<file path="src/rtl/cv3_layer_ctrl.sv">
// Layer-pass sequencer for a conv channel datapath: loads the kernel, streams input columns, collects output columns.
// Optional perf_cycles busy-cycle counter is built when CV3_CTRL_PERF_EN is defined.
module cv3_layer_ctrl #(
  parameter int IMG_WIDTH    = 12,
  parameter int KERNEL_SIZE  = 3,
  parameter int OUT_CHANNELS = 8,
  parameter int ADDR_WIDTH   = 8
) (
  input  logic                  clk,
  input  logic                  rst,
  input  logic                  start,
  input  logic                  pause,
  output logic                  busy,
  output logic                  done,
  output logic [ADDR_WIDTH-1:0] kern_addr,
  output logic [ADDR_WIDTH-1:0] col_addr,
  output logic                  kernel_load,
  output logic                  valid_in,
  input  logic                  dp_valid_out,
  output logic                  out_we,
  output logic [ADDR_WIDTH-1:0] out_addr
`ifdef CV3_CTRL_PERF_EN
  ,
  output logic [31:0]           perf_cycles
`endif
);

  localparam int OUT_COLS = IMG_WIDTH - KERNEL_SIZE + 1;
  localparam int CH_W     = (OUT_CHANNELS > 1) ? $clog2(OUT_CHANNELS) : 1;
  localparam int K_W      = (KERNEL_SIZE > 1) ? $clog2(KERNEL_SIZE) : 1;
  localparam int OC_W     = $clog2(OUT_COLS + 1);

  localparam logic [CH_W-1:0]       LAST_CH  = CH_W'(OUT_CHANNELS - 1);
  localparam logic [K_W-1:0]        LAST_K   = K_W'(KERNEL_SIZE - 1);
  localparam logic [ADDR_WIDTH-1:0] LAST_COL = ADDR_WIDTH'(IMG_WIDTH - 1);
  localparam logic [OC_W-1:0]       LAST_OC  = OC_W'(OUT_COLS - 1);

  typedef enum logic [2:0] {
    IDLE, LOAD_K, STREAM, DRAIN, NEXT_CH, DONE
  } state_t;

  state_t          state;
  logic [CH_W-1:0] ch;
  logic [K_W-1:0]  k;
  logic [OC_W-1:0] out_col;
  logic            ch_full;   // all output columns of the current channel have been written

  function automatic logic [ADDR_WIDTH-1:0] kern_base(input logic [CH_W-1:0] c);
    return ADDR_WIDTH'(int'(c) * KERNEL_SIZE);
  endfunction

  // Gated by busy so stray datapath pulses between passes never reach the buffer.
  assign out_we   = dp_valid_out & busy;
  assign out_addr = ADDR_WIDTH'(int'(ch) * OUT_COLS + int'(out_col));

  // NOTE: sequential state uses non-blocking assignments only; later assignments in the block override earlier defaults.
  always_ff @(posedge clk or posedge rst) begin
    if (rst) begin
      state       <= IDLE;
      ch          <= '0;
      k           <= '0;
      out_col     <= '0;
      ch_full     <= 1'b0;
      busy        <= 1'b0;
      done        <= 1'b0;
      kernel_load <= 1'b0;
      valid_in    <= 1'b0;
      kern_addr   <= '0;
      col_addr    <= '0;
    end else begin
      kernel_load <= 1'b0;
      valid_in    <= 1'b0;
      done        <= 1'b0;

      if (out_we) begin
        out_col <= (out_col == LAST_OC) ? '0 : out_col + 1'b1;
        if (out_col == LAST_OC) ch_full <= 1'b1;
      end

      unique case (state)
        IDLE: begin
          if (start) begin
            state     <= LOAD_K;
            busy      <= 1'b1;
            ch        <= '0;
            k         <= '0;
            kern_addr <= '0;
            col_addr  <= '0;
            out_col   <= '0;
            ch_full   <= 1'b0;
          end
        end
        LOAD_K: begin
          // Memory read latency is one cycle, so the strobe trails its address.
          kernel_load <= 1'b1;
          if (k == LAST_K) begin
            k     <= '0;
            state <= STREAM;
          end else begin
            k         <= k + 1'b1;
            kern_addr <= kern_addr + 1'b1;
          end
        end
        STREAM: begin
          if (!pause) begin
            valid_in <= 1'b1;
            if (col_addr == LAST_COL) begin
              col_addr <= '0;
              state    <= DRAIN;
            end else begin
              col_addr <= col_addr + 1'b1;
            end
          end
        end
        DRAIN: begin
          if (ch_full || (out_we && out_col == LAST_OC)) state <= NEXT_CH;
        end
        NEXT_CH: begin
          ch_full <= 1'b0;
          if (ch == LAST_CH) begin
            state <= DONE;
            busy  <= 1'b0;
            done  <= 1'b1;
          end else begin
            ch        <= ch + 1'b1;
            kern_addr <= kern_base(ch + 1'b1);
            state     <= LOAD_K;
          end
        end
        DONE:    state <= IDLE;
        default: state <= IDLE;
      endcase
    end
  end

`ifdef CV3_CTRL_PERF_EN
  always_ff @(posedge clk or posedge rst) begin
    if (rst) begin
      perf_cycles <= '0;
    end else if (state == IDLE && start) begin
      perf_cycles <= '0;
    end else if (busy && perf_cycles != '1) begin
      perf_cycles <= perf_cycles + 1'b1;
    end
  end
`endif

endmodule

</file>
<file path="config.mk">
export PLATFORM = sky130hd
export DESIGN_NAME = cv3_layer_ctrl
export DESIGN_NICKNAME = d
export VERILOG_FILES = /design/src/rtl/cv3_layer_ctrl.sv
export SDC_FILE = /design/constraint.sdc
export NUM_CORES = 1
export LEC_CHECK = 0
export CAP_MARGIN = 20
export CORE_MARGIN = 1.5
export CORE_UTILIZATION = 35
export CTS_BUF_LIST = sky130_fd_sc_hd__clkbuf_16
export DETAILED_ROUTE_END_ITERATION = 7
export GPL_TIMING_DRIVEN = 1
export SLEW_MARGIN = 40
export SYNTH_ARGS = -nofsm -noshare
export SYNTH_HDL_FRONTEND = slang
export SYNTH_SLANG_ARGS = --single-unit
</file>
<file path="constraint.sdc">
create_clock -name clk -period 2.1 [get_ports clk]
set_input_delay 0.63 -clock clk [delete_from_list [all_inputs] [get_ports clk]]
set_output_delay 0.63 -clock clk [all_outputs]
set_load 0.02 [all_outputs]
</file>
==> results of run 1 <==
-- sequential cells by signal, summed over array words and instances, names as in the netlist --
name / count
ch: 3
kern_addr: 8
col_addr: 8
out_col: 4
done: 1
busy: 1
ch_full: 1
valid_in: 1
k: 2
kernel_load: 1
state: 3
-- layout by cell type (no fill, tap or decap), types with 8 or more instances in the layout --
| cell type | instances |
|---|---|
| a21oi_1 | 11 |
| buf_4 | 36 |
| clkdlybuf4s50_1 | 25 |
| dfrtp_1 | 30 |
| ha_4 | 8 |
| inv_1 | 9 |
| nand2_1 | 15 |
| nand3_1 | 11 |
| nor2_1 | 14 |
| o21ai_0 | 13 |
-- layout make-up --
class,instances,area [um^2]
clock buffer,5,125
fill,508,2510
clock inverter,3,65.1
sequential,33,830
inverter,10,50.0
multi-input combinational,157,1280
tap,72,90.1
timing repair buffer,68,591
-- through the flow --
step,TNS (ns),util
after floorplan,-0.00377,-
after global placement,-3.17,0.495
after detailed placement,-3.25,0.495
after CTS,-1.44,0.535
after global routing,-1.80,0.547
final,-1.45,0.547
-- per-layer routing --
metal	part of all wire	track usage
met5	0	0
met4	0.013	0.0474
met3	0.039	0.0414
met2	0.46	0.234
met1	0.49	0.215
-- what timing repair did --
item | in CTS | in global routing
setup endpoints to repair | 8 | 8
gates resized for setup | 44 | 10
pin swaps | 9 | 4
hold buffers | 0 | 0
cloned | 0 | 0
endpoints found under the hold margin | 0 | 0
buffers inserted | 1 | 1
-- synthesized netlist by cell type, drive strengths merged, types with 2 or more instances --
master	number
inv	9
nand2	18
a211o	3
fa	2
or3b	2
and4	3
nor2	15
xor2	6
o31ai	2
o32ai	2
nor3b	2
a22o	2
or2	3
a21oi	12
a22oi	2
nand2b	3
xnor2	6
or3	3
nand4	2
nor2b	4
o21ai	13
buf	3
nor3	2
dfrtp	33
o2bb2ai	3
nand3	11
a21o	5
clkbuf	2
ha	13
mux2	3
-- critical path: stages, from the launching register on --
cell and delay [ns]:
dfrtp_2 0.44, ha_4 0.17, ha_4 0.15, ha_4 0.28, nand2_4 0.05, nor2_4 0.12
xor2_4 0.15, buf_6 0.13
-- power groups by stage --
stage | registers [W] | logic [W] | clock network, W
2_1_floorplan | 0.00102 | 0.000919 | 0
3_3_place_gp | 0.000964 | 0.00156 | 0
3_5_place_dp | 0.000965 | 0.00157 | 0
4_1_cts | 0.000967 | 0.00158 | 0.000968
5_1_grt | 0.00100 | 0.00176 | 0.000998
6_report | 0.000977 | 0.00160 | 0.000943
-- logic make-up after synthesis --
kind of cell	Yosys count
adder cells (fa/ha/maj)	15
buffers and inverters	15
AO/OA/AOI/OAI	50
multiplexers	4
AND/OR/NAND/NOR	76
XOR/XNOR	12
flip-flops	33
-- final timing paths --
check                           cells past startpoint           end   from
worst max-delay path                                7   out_addr[6]  ch[0]
worst min-delay path                                1          k[0]   k[1]
worst max register to register                      8  kern_addr[3]  ch[0]
worst min register to register                      1          k[0]   k[1]
max in group asynchronous                           3         ch[0]    rst
min in group asynchronous                           3   col_addr[2]    rst
==> metrics.md, run 1 <==
| Metric | Value |
|---|---|
| Outcome | `finished with violations` |
| Failing checks | `negative setup slack` |
| Clock sinks | `33` |
| Relative area change from synthesis to final layout | `50.1%` |
| Fraction of the mapped netlist area in compound gates | `0.163` |
| Final critical path time including I/O delays and setup | `2.40 ns` |
| Grt total ovfl | `0` |
| Vias in the first global route | `1,610` |
| Critical path endpoint category | `primary output` |
| Power spent charging and discharging nets | `0.00126 W` |
| Critical path launch point type | `flop` |
| Synth Area in XOR/XNOR | `0.0521` |
| Maximum fanout encountered on the critical timing path | `3` |
| Final antenna-violating net count | `0` |
| Global-route wire length before repair | `7530 um` |
| Wirelength, routed | `4360 um` |
| DP Cell Count | `338` |
| Combinational family with the most area after synthesis | `simple AND/OR/NAND/NOR gates` |
| Setup slack of the most critical reg-to-reg path | `0.08 ns` |
| HPWL after detailed placement | `3220 um` |
| Sequential area share after synthesis | `0.409` |
| Synth Area in Adders | `0.100` |
| Worst relative slew slack | `0.721` |
| Slew at the pin closest to its max-slew limit | `0.413 ns` |
| Final number of max-transition violations | `0` |
| Total placed instance area | `0.00275 mm^2` |
| Post-DR vias/cell | `5.01` |
| Number of detailed-route iterations in the first pass | `4` |
| Clock root buffer | `clkbuf_16` |
| Data required time at the worst endpoint | `1.47 ns` |
| I/O Pins | `34` |
| Global routing usage summed across all routing layers | `0.154` |
| Area share of the largest cell type after synthesis | `0.409` |
| Path type of the worst min-delay path | `flop to flop` |
| Flop pwr share | `0.278` |
| Primary flip-flop cell chosen by synthesis mapping | `dfrtp_1` |
| Routed vias | `1,745` |
| Standard-cell row count | `27` |
| Switch share | `0.359` |
| Minimum hold slack | `0.501 ns` |
| Initial antenna violation count | `0` |
| Number of buffers between clock root and the deepest sink | `2` |
| DRC viols | `0` |
| Upper clock frequency limit | `416 MHz` |
| # setup viols final | `6` |
| Kind of critical path | `flop to primary output` |
| CTS tree | `yes` |
| Num CTS Buffers | `5` |
| Deepest level of the CTS H-tree | `2` |
| Least setup slack across all paths after layout | `-0.304 ns` |
| Worst vdd rail ir drop | `0.000767 V` |
| Total die area | `0.00623 mm^2` |
| IO buf count | `33` |
| Multiplexer share of the synthesized area | `0.0217` |
| Number of synthesized register bits | `33` |
| Internal power component | `0.00225 W` |
| Synthesized instance count | `205` |
| Cell taking the most area after synthesis | `dfrtp_1` |
| Clk pin slew, worst setup/hold paths | `0.05 ns` |
| Simple-gate area share of the yosys netlist | `0.213` |
| Biggest area contributors in the synthesized netlist | `dfrtp_1, ha_1, o21ai_0, nand2_1, a21oi_1` |
| Effective utilization at floorplan | `0.364` |
| Post-synthesis instance area | `0.00202 mm^2` |
| Avg Synthesized Cell Area | `9.84 um^2` |
| Count of synthesis-stage warnings from yosys | `0` |
| Share of total power in the clock network | `0.268` |
| EDFF count, synth | `0` |
| Total power of the final layout | `0.00352 W` |
| Routability-driven placement congestion ratio | `0.827` |
| Portion of the clock cycle consumed by the worst path in the final layout | `1.14` |
| Pin count of the biggest net entering global routing | `34` |
| Later-pin clock latency in the skew report | `0.28 ns` |
| Final hold vios | `0` |
| Async set-or-reset flop fraction in the synthesized netlist | `1.00` |
| Post-detailed-route wirelength per cell | `12.5 um` |
| Setup WS pre-CTS | `-0.528 ns` |
| Ant. Diodes | `0` |
| Y dimension of the die | `78.9 um` |
| Pwr/cell area | `1160 mW/mm^2` |
| Number of nets in the finished design | `295` |
| Violation count after the first detailed-routing iteration | `68` |
| Die Width | `78.9 um` |
| WP data arrival | `1.77 ns` |
| Core region area | `0.00554 mm^2` |
| Static leakage | `1.36 nW` |
| Final std cell area, no fill | `0.00303 mm^2` |
| Number of standard cells in the layout, taps in and fillers out | `348` |
| Net count after synthesis | `225` |
| Setup repair after global routing missed its margin | `true` |
| Part of the total power dissipated in combinational logic | `0.454` |
| Number of violations of the max-capacitance limit | `0` |
| Worst Skew | `0.00324 ns` |
| Share of post-route cells with drive strength above 1 | `0.293` |
| Post-synthesis cell type count | `50` |
Note: power is estimated with default switching activity, not from simulation.
==> run 2, diff against run 1 <==
--- a/config.mk
+++ b/config.mk
@@ -9,6 +9,7 @@
 export CORE_MARGIN = 1.5
 export CORE_UTILIZATION = 35
 export CTS_BUF_LIST = sky130_fd_sc_hd__clkbuf_16
+export CTS_CLUSTER_SIZE = 12
 export DETAILED_ROUTE_END_ITERATION = 7
 export GPL_TIMING_DRIVEN = 1
 export SLEW_MARGIN = 40
==> results of run 2 <==
Final layout, timing and power as in run 1 (identical DEF).
